--- config.mk ---
export PLATFORM = sky130hd
export DESIGN_NAME = boot_loader
export DESIGN_NICKNAME = d
export VERILOG_FILES = /design/src/rtl/boot_loader_pkg.sv /design/src/rtl/bl_byte_assembler.sv /design/src/rtl/boot_loader.sv
export SDC_FILE = /design/constraint.sdc
export NUM_CORES = 1
export LEC_CHECK = 0
export CORE_MARGIN = 8
export CORE_UTILIZATION = 57
export CTS_CLUSTER_DIAMETER = 120
export DETAILED_ROUTE_END_ITERATION = 12
export HOLD_SLACK_MARGIN = 0.05
export PLACE_DENSITY = 0.8
export SLEW_MARGIN = 20
export SYNTH_ARGS = -nofsm -noshare
export SYNTH_HDL_FRONTEND = slang
export SYNTH_SLANG_ARGS = --single-unit
--- constraint.sdc ---
create_clock -name clk -period 15.2 [get_ports clk]
set_input_delay 3.04 -clock clk [delete_from_list [all_inputs] [get_ports clk]]
set_output_delay 3.04 -clock clk [all_outputs]
set_load 0.02 [all_outputs]
--- src/rtl/boot_loader_pkg.sv ---
// Shared state encodings, header field sizes and address helper for the boot loader.
// Latency: n/a (definitions only).
// Backpressure: n/a.
package boot_loader_pkg;

   typedef enum logic [2:0] {
      ST_ADDR  = 3'd0,
      ST_COUNT = 3'd1,
      ST_DATA  = 3'd2,
      ST_CHECK = 3'd3,
      ST_DONE  = 3'd4,
      ST_ERROR = 3'd5
   } state_t;

   localparam int ADDR_BYTES        = 8;
   localparam int COUNT_BYTES       = 4;
   localparam int WORD_BYTES        = 4;
   localparam int DEFAULT_MAX_WORDS = 1024;

   // Byte address of word idx relative to base; wraps modulo 2^64.
   function automatic logic [63:0] word_addr(input logic [63:0] base, input logic [31:0] idx);
      return base + {30'd0, idx, 2'b00};
   endfunction

endpackage

--- src/rtl/bl_byte_assembler.sv ---
// Shifts stream bytes into a 64-bit little-endian register and flags 4/8-byte field completion.
// Latency: completion flags and shift_nxt are combinational on the accepted byte.
// Backpressure: none of its own; byte_vld must already be qualified by the handshake.
module bl_byte_assembler
   import boot_loader_pkg::*;
(
   input  logic        clk,
   input  logic        reset,
   input  logic        byte_vld,
   input  logic [7:0]  byte_dat,
   input  logic        wide,
   output logic [63:0] shift_nxt,
   output logic        done4,
   output logic        done8
);

   logic [63:0] shift_q, shift_d;
   logic [2:0]  cnt_q, cnt_d;

   // Newest byte enters at the top so the first byte of an 8-byte field ends at [7:0]
   // and the first byte of a 4-byte field ends at [39:32].
   always_comb begin
      shift_d   = shift_q;
      cnt_d     = cnt_q;
      shift_nxt = {byte_dat, shift_q[63:8]};
      done4     = byte_vld && !wide && (cnt_q == 3'(COUNT_BYTES - 1));
      done8     = byte_vld &&  wide && (cnt_q == 3'(ADDR_BYTES - 1));
      if (byte_vld) begin
         shift_d = shift_nxt;
         cnt_d   = (done4 || done8) ? 3'd0 : cnt_q + 3'd1;
      end
   end

   // Shift register and byte counter; reset abandons any partially gathered field.
   always_ff @(posedge clk or posedge reset) begin
      if (reset) begin
         shift_q <= '0;
         cnt_q   <= '0;
      end else begin
         shift_q <= shift_d;
         cnt_q   <= cnt_d;
      end
   end

endmodule

--- src/rtl/boot_loader.sv ---
// Parses an addr/count/payload/checksum byte frame and writes the payload into instruction memory.
// Latency: one wr_en pulse the cycle after each word's 4th byte; done/error the cycle after the checksum.
// Backpressure: in_ready high while parsing, low once terminal; bytes offered in DONE/ERROR are dropped.
module boot_loader
   import boot_loader_pkg::*;
#(
   parameter int          MAX_WORDS = DEFAULT_MAX_WORDS,
   parameter logic [63:0] IMEM_BASE = 64'h0
) (
   input  logic        clk,
   input  logic        reset,
   input  logic        in_valid,
   input  logic [7:0]  in_data,
   output logic        in_ready,
   output logic        wr_en,
   output logic [63:0] wr_addr,
   output logic [31:0] wr_data,
   output logic [63:0] init_pc,
   output logic        cpu_reset,
   output logic        done,
   output logic        error
);

   state_t      state_q, state_d;
   logic [63:0] load_addr_q, load_addr_d;
   logic [31:0] n_q, n_d;
   logic [31:0] idx_q, idx_d;
   logic [7:0]  csum_q, csum_d;
   logic        in_ready_q, in_ready_d;
   logic        wr_en_q, wr_en_d;
   logic [63:0] wr_addr_q, wr_addr_d;
   logic [31:0] wr_data_q, wr_data_d;
   logic [63:0] init_pc_q, init_pc_d;
   logic        cpu_reset_q, cpu_reset_d;
   logic        done_q, done_d;
   logic        error_q, error_d;

   logic        take;
   logic        asm_vld;
   logic        asm_wide;
   logic [63:0] asm_val;
   logic        asm_done4;
   logic        asm_done8;
   logic [64:0] base_diff;
   logic        below_base;
   logic [31:0] n_field;

   assign take     = in_valid && in_ready_q;
   assign asm_vld  = take && (state_q == ST_ADDR || state_q == ST_COUNT || state_q == ST_DATA);
   assign asm_wide = (state_q == ST_ADDR);

   bl_byte_assembler u_asm (
      .clk       (clk),
      .reset     (reset),
      .byte_vld  (asm_vld),
      .byte_dat  (in_data),
      .wide      (asm_wide),
      .shift_nxt (asm_val),
      .done4     (asm_done4),
      .done8     (asm_done8)
   );

   // Borrow out of a 65-bit subtract gives an unsigned address < IMEM_BASE test.
   assign base_diff  = {1'b0, asm_val} - {1'b0, IMEM_BASE};
   assign below_base = base_diff[64];
   assign n_field    = asm_val[63:32];

   // Frame parser: next state, field capture, word writes and registered status outputs.
   always_comb begin
      state_d     = state_q;
      load_addr_d = load_addr_q;
      n_d         = n_q;
      idx_d       = idx_q;
      csum_d      = csum_q;
      wr_en_d     = 1'b0;
      wr_addr_d   = wr_addr_q;
      wr_data_d   = wr_data_q;

      case (state_q)
         ST_ADDR: begin
            if (asm_done8) begin
               load_addr_d = asm_val;
               if (asm_val[1:0] != 2'b00 || below_base) state_d = ST_ERROR;
               else                                     state_d = ST_COUNT;
            end
         end
         ST_COUNT: begin
            if (asm_done4) begin
               n_d   = n_field;
               idx_d = '0;
               if (n_field > 32'(MAX_WORDS)) state_d = ST_ERROR;
               else if (n_field == 32'd0)    state_d = ST_CHECK;
               else                          state_d = ST_DATA;
            end
         end
         ST_DATA: begin
            if (take) csum_d = csum_q ^ in_data;
            if (asm_done4) begin
               wr_en_d   = 1'b1;
               wr_addr_d = word_addr(load_addr_q, idx_q);
               wr_data_d = asm_val[63:32];
               idx_d     = idx_q + 32'd1;
               if (idx_q + 32'd1 == n_q) state_d = ST_CHECK;
            end
         end
         ST_CHECK: begin
            if (take) state_d = (in_data == csum_q) ? ST_DONE : ST_ERROR;
         end
         default: begin
         end
      endcase

      in_ready_d  = (state_d == ST_ADDR) || (state_d == ST_COUNT) ||
                    (state_d == ST_DATA) || (state_d == ST_CHECK);
      done_d      = (state_d == ST_DONE);
      error_d     = (state_d == ST_ERROR);
      cpu_reset_d = (state_d != ST_DONE);
      init_pc_d   = (state_d == ST_DONE) ? load_addr_q : 64'h0;
   end

   // State and output registers; reset drops any partial frame and restarts at the address field.
   always_ff @(posedge clk or posedge reset) begin
      if (reset) begin
         state_q     <= ST_ADDR;
         load_addr_q <= '0;
         n_q         <= '0;
         idx_q       <= '0;
         csum_q      <= '0;
         in_ready_q  <= 1'b0;
         wr_en_q     <= 1'b0;
         wr_addr_q   <= '0;
         wr_data_q   <= '0;
         init_pc_q   <= '0;
         cpu_reset_q <= 1'b1;
         done_q      <= 1'b0;
         error_q     <= 1'b0;
      end else begin
         state_q     <= state_d;
         load_addr_q <= load_addr_d;
         n_q         <= n_d;
         idx_q       <= idx_d;
         csum_q      <= csum_d;
         in_ready_q  <= in_ready_d;
         wr_en_q     <= wr_en_d;
         wr_addr_q   <= wr_addr_d;
         wr_data_q   <= wr_data_d;
         init_pc_q   <= init_pc_d;
         cpu_reset_q <= cpu_reset_d;
         done_q      <= done_d;
         error_q     <= error_d;
      end
   end

   assign in_ready  = in_ready_q;
   assign wr_en     = wr_en_q;
   assign wr_addr   = wr_addr_q;
   assign wr_data   = wr_data_q;
   assign init_pc   = init_pc_q;
   assign cpu_reset = cpu_reset_q;
   assign done      = done_q;
   assign error     = error_q;

endmodule

# Yosys cells after proc, flatten, opt, wreduce, memory -nomap -nowiden
# Cells that the tools add are included.
[op_classes]
add_sub_neg = 3
n_mul = 0
n_div = 0
magnitude_cmp = 1
n_eq_ne = 15
shifts = 0
n_mux = 17
bitwise = 1
n_reduce_logical = 23
[op_table]
columns = ["operator", "count"]
rows = [
  ["$add A64 B34 Y64", 1],
  ["$mux W32", 2],
  ["$mux W64", 1],
  ["$pmux W32 S2", 1],
  ["$add A32 B1 Y32 const B", 1],
  ["$eq A32 B32 Y1", 1],
  ["$gt A32 B11 Y1 const B", 1],
  ["$logic_not A32 Y1", 1],
  ["$mux W3", 8],
  ["$eq A3 B2 Y1 const B", 5],
  ["$pmux W3 S4", 1],
  ["$eq A3 B3 Y1 const B", 3],
  ["$eq A8 B8 Y1", 1],
  ["$reduce_and A2 Y1", 4],
  ["$xor A8 B8 Y8", 1],
  ["$eq A3 B1 Y1 const B", 2],
  ["$logic_and A1 B1 Y1", 6],
  ["$logic_not A3 Y1", 2],
  ["$logic_or A1 B1 Y1", 6],
  ["$mux W1", 4],
  ["$ne A2 B2 Y1 const B", 2],
  ["$reduce_bool A2 Y1", 2],
  ["$add A3 B1 Y3 const B", 1],
  ["$ne A3 B3 Y1 const B", 1],
  ["2 further kinds", 2],
]
[totals]
ff_bits = 371
latch_bits = 0
mem_bits_rw = 0
romBits = 0
in_bits = 11
out_inout_bits = 165
wordCells = 75
mem_count = 0

# Longest topological paths before layout
[logic_depth]
word_depth = 12
depth_mapped = 13
ltp_nobuf = 12

# By module
# A second synthesis with hierarchy kept.
[hier_totals]
cells_unflattened = 1568
hier_area_um2 = 17416.7
[by_module_without_submodules]
columns = ["module", "instances", "cells_each", "area_per_inst_um2", "seq_area_each_um2"]
rows = [
  ["boot_loader", 1, 1422, 14805.4, 7608.5],
  ["bl_byte_assembler", 1, 146, 2611.3, 1476.4],
]

# Worst setup path after synthesis
# OpenSTA, ideal clock, no wires.
[synth_path]
path_type = "input port to flip-flop"
start = "input in_valid"
end = "register error_q (netlist: error)"
setup_ps = 66
t_arrival_ps = 5481
required_ps = 15134
setup_slack_ps = 9653
stages = 10
path_cell_list = "and3b_1 buf_4 nand4_4 or4b_1 or4_1 a2111oi_2 nand4_1 o41a_1 a221oi_2 and2_1"
[synth_via]
elab_chain_len = 7
elab_cells_between_ends = 12
cone_classes = "eq/ne: 1; mux: 5; reduce/logical: 6"
[synth_lines]
columns = ["element", "line_no", "text"]
rows = [
  ["from (decl)", "boot_loader.sv:12", "input logic in_valid,"],
  ["$logic_and A1 B1 Y1 *", "boot_loader.sv:48", "assign take = in_valid && in_ready_q;"],
  ["$logic_and A1 B1 Y1", "boot_loader.sv:49", "assign asm_vld = take && (state_q == ST_ADDR || state_q == ST_COUNT || state_q == ST_DATA);"],
  ["$logic_and A1 B1 Y1 (on tied branches) (2 in series)", "bl_byte_assembler.sv:26, bl_byte_assembler.sv:27", ""],
  ["$mux W3 (on tied branches)", "boot_loader.sv:98, boot_loader.sv:81, boot_loader.sv:88", ""],
  ["$pmux W3 S4 *", "boot_loader.sv:79", "case (state_q)"],
  ["via state_d[0]", "boot_loader.sv:24", "state_t state_q, state_d;"],
  ["$eq A3 B3 Y1 *", "boot_loader.sv:116", "error_d = (state_d == ST_ERROR);"],
  ["via error_d", "boot_loader.sv:36", "logic error_q, error_d;"],
  ["to (signal assigned)", "boot_loader.sv:150", "error_q <= error_d;"],
  ["to (decl)", "boot_loader.sv:36", ""],
]
# The timed path passes the listed nets; every way through them passes the cells marked *.
# A chain may end at the register's enable or synchronous reset.

# Final worst setup path
[layout_path]
start = "input in_valid"
end = "register init_pc_q[35] (netlist: init_pc[35])"
[layout_via]
elab_chain_len = 8
elab_cells_between_ends = 13
cone_classes = "eq/ne: 1; mux: 6; reduce/logical: 6"
[layout_lines]
columns = ["element", "line_no", "text"]
rows = [
  ["$logic_and A1 B1 Y1 *", "boot_loader.sv:48", ""],
  ["$logic_and A1 B1 Y1", "boot_loader.sv:49", ""],
  ["$logic_and A1 B1 Y1 (on tied branches) (2 in series)", "bl_byte_assembler.sv:26, bl_byte_assembler.sv:27", ""],
  ["$mux W3 (on tied branches)", "boot_loader.sv:98, boot_loader.sv:81, boot_loader.sv:88", ""],
  ["$pmux W3 S4 *", "boot_loader.sv:79", ""],
  ["$eq A3 B3 Y1 *", "boot_loader.sv:118", "init_pc_d = (state_d == ST_DONE) ? load_addr_q : 64'h0;"],
  ["$mux W64 *", "boot_loader.sv:118", ""],
  ["via init_pc_d[35]", "boot_loader.sv:33", "logic [63:0] init_pc_q, init_pc_d;"],
  ["to (signal assigned)", "boot_loader.sv:147", "init_pc_q <= init_pc_d;"],
  ["to (decl)", "boot_loader.sv:33", ""],
]
# Marks and branches as above.

==> run_results.csv <==
group,metric,value,unit
synthesis,synth_nets,1619,
power_and_ir_drop,switchingPower,1.02,mW
timing,period_minus_slack,6220,ps
placement,port_buffers,175,
synthesis,yosys_warnings,0,
clocking,cts_made_buffers,38,
global_routing,overflow,0,
synthesis,synth.avg_cell_area,10.8,um2
timing,tightest_slew,1110,ps
worst_setup_path,crit_arrival,6670,ps
power_and_ir_drop,p_seq_share,46.5,%
routing,routed_wl,44300,um
layout,nets,1769,
clocking,clockBufferDepth,3,
routing,first_pass_iters,7,
worst_setup_path,required,15650,ps
layout,area_delta_synth_final,20.2,%
routing,vias_per_cell,5.89,
synthesis,synthCells,1571,
clocking,hold_buffers,0,
placement,dp_hpwl,30600,um
floorplanning,pin_count,176,
worst_setup_path,critPathLaunchType,"primary input",
outcome,status,"completed",
global_routing,grt_pass1_wl,71200,um
global_routing,grt_pass1_vias,12700,
synthesis,synth-seq-area-share,53.7,%
synthesis,synth_ff_type,"dfrtp_1",
power_and_ir_drop,power_density,156,nW/um2
synthesis,synth-seq-cells,363,
floorplanning,initial_core_util,57.5,%
synthesis,yosys.area.top_type,"dfrtp_1",
timing,clock.fmax,0.161,GHz
timing,finalSetupViolations,0,
job,cap_viol_max_count,0,
routing,wl_per_cell,20.7,um
timing,final.period_utilization,40.9,%
power_and_ir_drop,swShare,32.1,%
timing,slew_viol_final,0,
routing,detail-route-antenna-nets,0,
synthesis,synth_most_common_cell,"dfrtp_1",
clocking,path_clk_slew,60,ps
timing,fin_skew,17.2,ps
floorplanning,die_x,188,um
clocking,cts_setup_buffers,0,
layout,fillCellCount,2170,
power_and_ir_drop,vdd_drop_max,0.000121,V
layout,drive_gt1_share,14.2,%
timing,final.setup.tns,0,ps
synthesis,synthTopCellsByArea,"dfrtp_1, mux2_2, nand2_1, xnor2_1, o21ai_0",
floorplanning,die_y,188,um
floorplanning,core,29400,um2
power_and_ir_drop,power_frac_clock,30.8,%
routing,num_vias,12600,
power_and_ir_drop,p_comb_share,22.6,%
timing,hold_viol,0,
clocking,clock_latency,530,ps
timing,hold_ws,476,ps
synthesis,yosys.cell_types.count,63,
synthesis,syn-cell-area,16900,um2
power_and_ir_drop,internal-power,2.16,mW
synthesis,synth_edf_count,0,
timing,relSlewSlack,25.7,%
worst_hold_path,min_path_type,"reg -> reg",
clocking,ctsResizeCount,0,
routing,drt_iter0_markers,982,
timing,rsz0062_at_grt,"false",
clocking,cts_tree,"yes",
power_and_ir_drop,p_leak,9.32,nW
clocking,cts_num_sinks,363,
global_routing,antenna_found_initial,0,
worst_setup_path,end_kind,"flop",
worst_setup_path,cp_max_fo,34,
synthesis,synth_top_area_share,53.6,%
floorplanning,num_rows,63,
global_routing,grt_max_degree,134,
placement,place_congestion,0.900,
synthesis,synthTopCellsByCount,"dfrtp_1, nand2_1, mux2_2, o21ai_0, and2_1",
global_routing,grt_usage,24.9,%
clocking,cts_htree_levels,2,
routing,route.detailed.drc,0,
floorplanning,dieArea,35400,um2
clocking,root_buffer,"clkbuf_16",
synthesis,synthArstFlopShare,100,%
worst_setup_path,crit_type,"in -> reg",
-- logic make-up after synthesis --
logic type | Yosys count | synth area share [%]
adder cells (fa/ha/maj) | 37 | 2.78
flip-flops | 363 | 53.7
AND/OR/NAND/NOR | 538 | 15.3
AO/OA/AOI/OAI | 266 | 9.61
buffers and inverters | 96 | 2.21
multiplexers | 159 | 10.6
XOR/XNOR | 112 | 5.80
-- power by group through the flow --
stage / Clock [mW] / Combinational (mW) / Sequential, mW
after CTS: 0.989 / 0.722 / 1.47
after global routing: 1.03 / 0.780 / 1.50
final: 0.979 / 0.718 / 1.48
after floorplan: 0 / 0.471 / 1.40
after global placement: 0 / 0.690 / 1.48
after detailed placement: 0 / 0.714 / 1.49
-- per-stage QoR --
| step | utilization, % | worst slack, ps | cells | area, um2 | power (mW) |
|---|---|---|---|---|---|
| 2_1_floorplan | - | 2090 | 1571 | 16900 | 1.87 |
| 3_3_place_gp | 64.5 | 8620 | 2071 | 19000 | 2.17 |
| 3_5_place_dp | 64.5 | 8470 | 2071 | 19000 | 2.20 |
| 4_1_cts | 69.1 | 8970 | 2141 | 20300 | 3.19 |
| 5_1_grt | 69.1 | 8730 | 2141 | 20300 | 3.31 |
| 6_report | 69.1 | 8980 | 2142 | 20300 | 3.17 |
-- final cells by class --
class / count / area (um2) / share of cell area (%)
inverter: 19 / 78.8 / 0.388
antenna: 1 / 2.50 / 0.0123
clock buffer: 60 / 1250 / 6.14
clock inverter: 10 / 111 / 0.548
multi-input combinational: 1112 / 7470 / 36.7
tap: 390 / 488 / 2.40
timing repair buffer: 187 / 1850 / 9.10
sequential: 363 / 9080 / 44.7
-- flip-flops by register name, indices dropped and copies added (netlist names), 3 cells and up --
signal,flops
csum_q,8
load_addr_q,64
u_asm.cnt_q,3
init_pc,64
n_q,32
state_q,3
wr_addr,64
u_asm.shift_q,56
wr_data,32
idx_q,32
-- critical path, stage by stage --
cell and delay [ps]:
clkdlybuf4s50_1 500, and3b_1 330, nand2_1 190, a21oi_1 190, buf_4 270, and2_1 180
nand2_1 60, a311oi_1 440, nand2_1 140, nand2_1 710, buf_4 430, and2_1 180
-- cells in the final DEF (no fill, tap or decap), types with 3 or more instances in the layout --
master             n
nor4_1            13
o31ai_1           16
or4_1              4
clkbuf_16         41
inv_1             17
nand3_1           29
and3_1            26
a21o_1            23
nand2b_1           7
nor2_1            37
buf_4             10
nand4_1           28
clkdlybuf4s50_1  175
dfrtp_1          362
a211oi_1           8
o21bai_1           6
mux2_2           155
a31oi_1            9
mux2i_1            4
nor3_1            18
xor2_1            45
nor2b_1            8
o21ai_0          108
clkinv_2           4
ha_1              36
clkinvlp_4         3
a21oi_1           60
o211ai_1           5
a221oi_1           3
clkbuf_8          15
nand2_1          275
clkbuf_1           4
and2_1            68
xnor2_1           67
and4_1            12
-- final timing paths --
kind	start	to	slack, ps	cells after the start
max	in_valid	init_pc[35]	8980	12
min in group asynchronous	reset	wr_addr[5]	3110	2
min	wr_addr[8]	wr_addr[8]	480	2
max in group asynchronous	reset	load_addr_q[62]	9990	4
min reg2reg	wr_addr[8]	wr_addr[8]	480	2
max reg2reg	idx_q[0]	wr_addr[46]	10960	12
-- routing by layer --
| layer | vias to the layer above | part of all wire [%] | global-route usage [%] |
|---|---|---|---|
| li1 | 5781 | - | - |
| met1 | 6234 | 41 | 32.5 |
| met2 | 508 | 48 | 40.7 |
| met3 | 102 | 7.2 | 5.16 |
| met4 | 0 | 3.4 | 9.36 |
| met5 | - | 0 | 0 |
(Power assumes the default switching activity.)
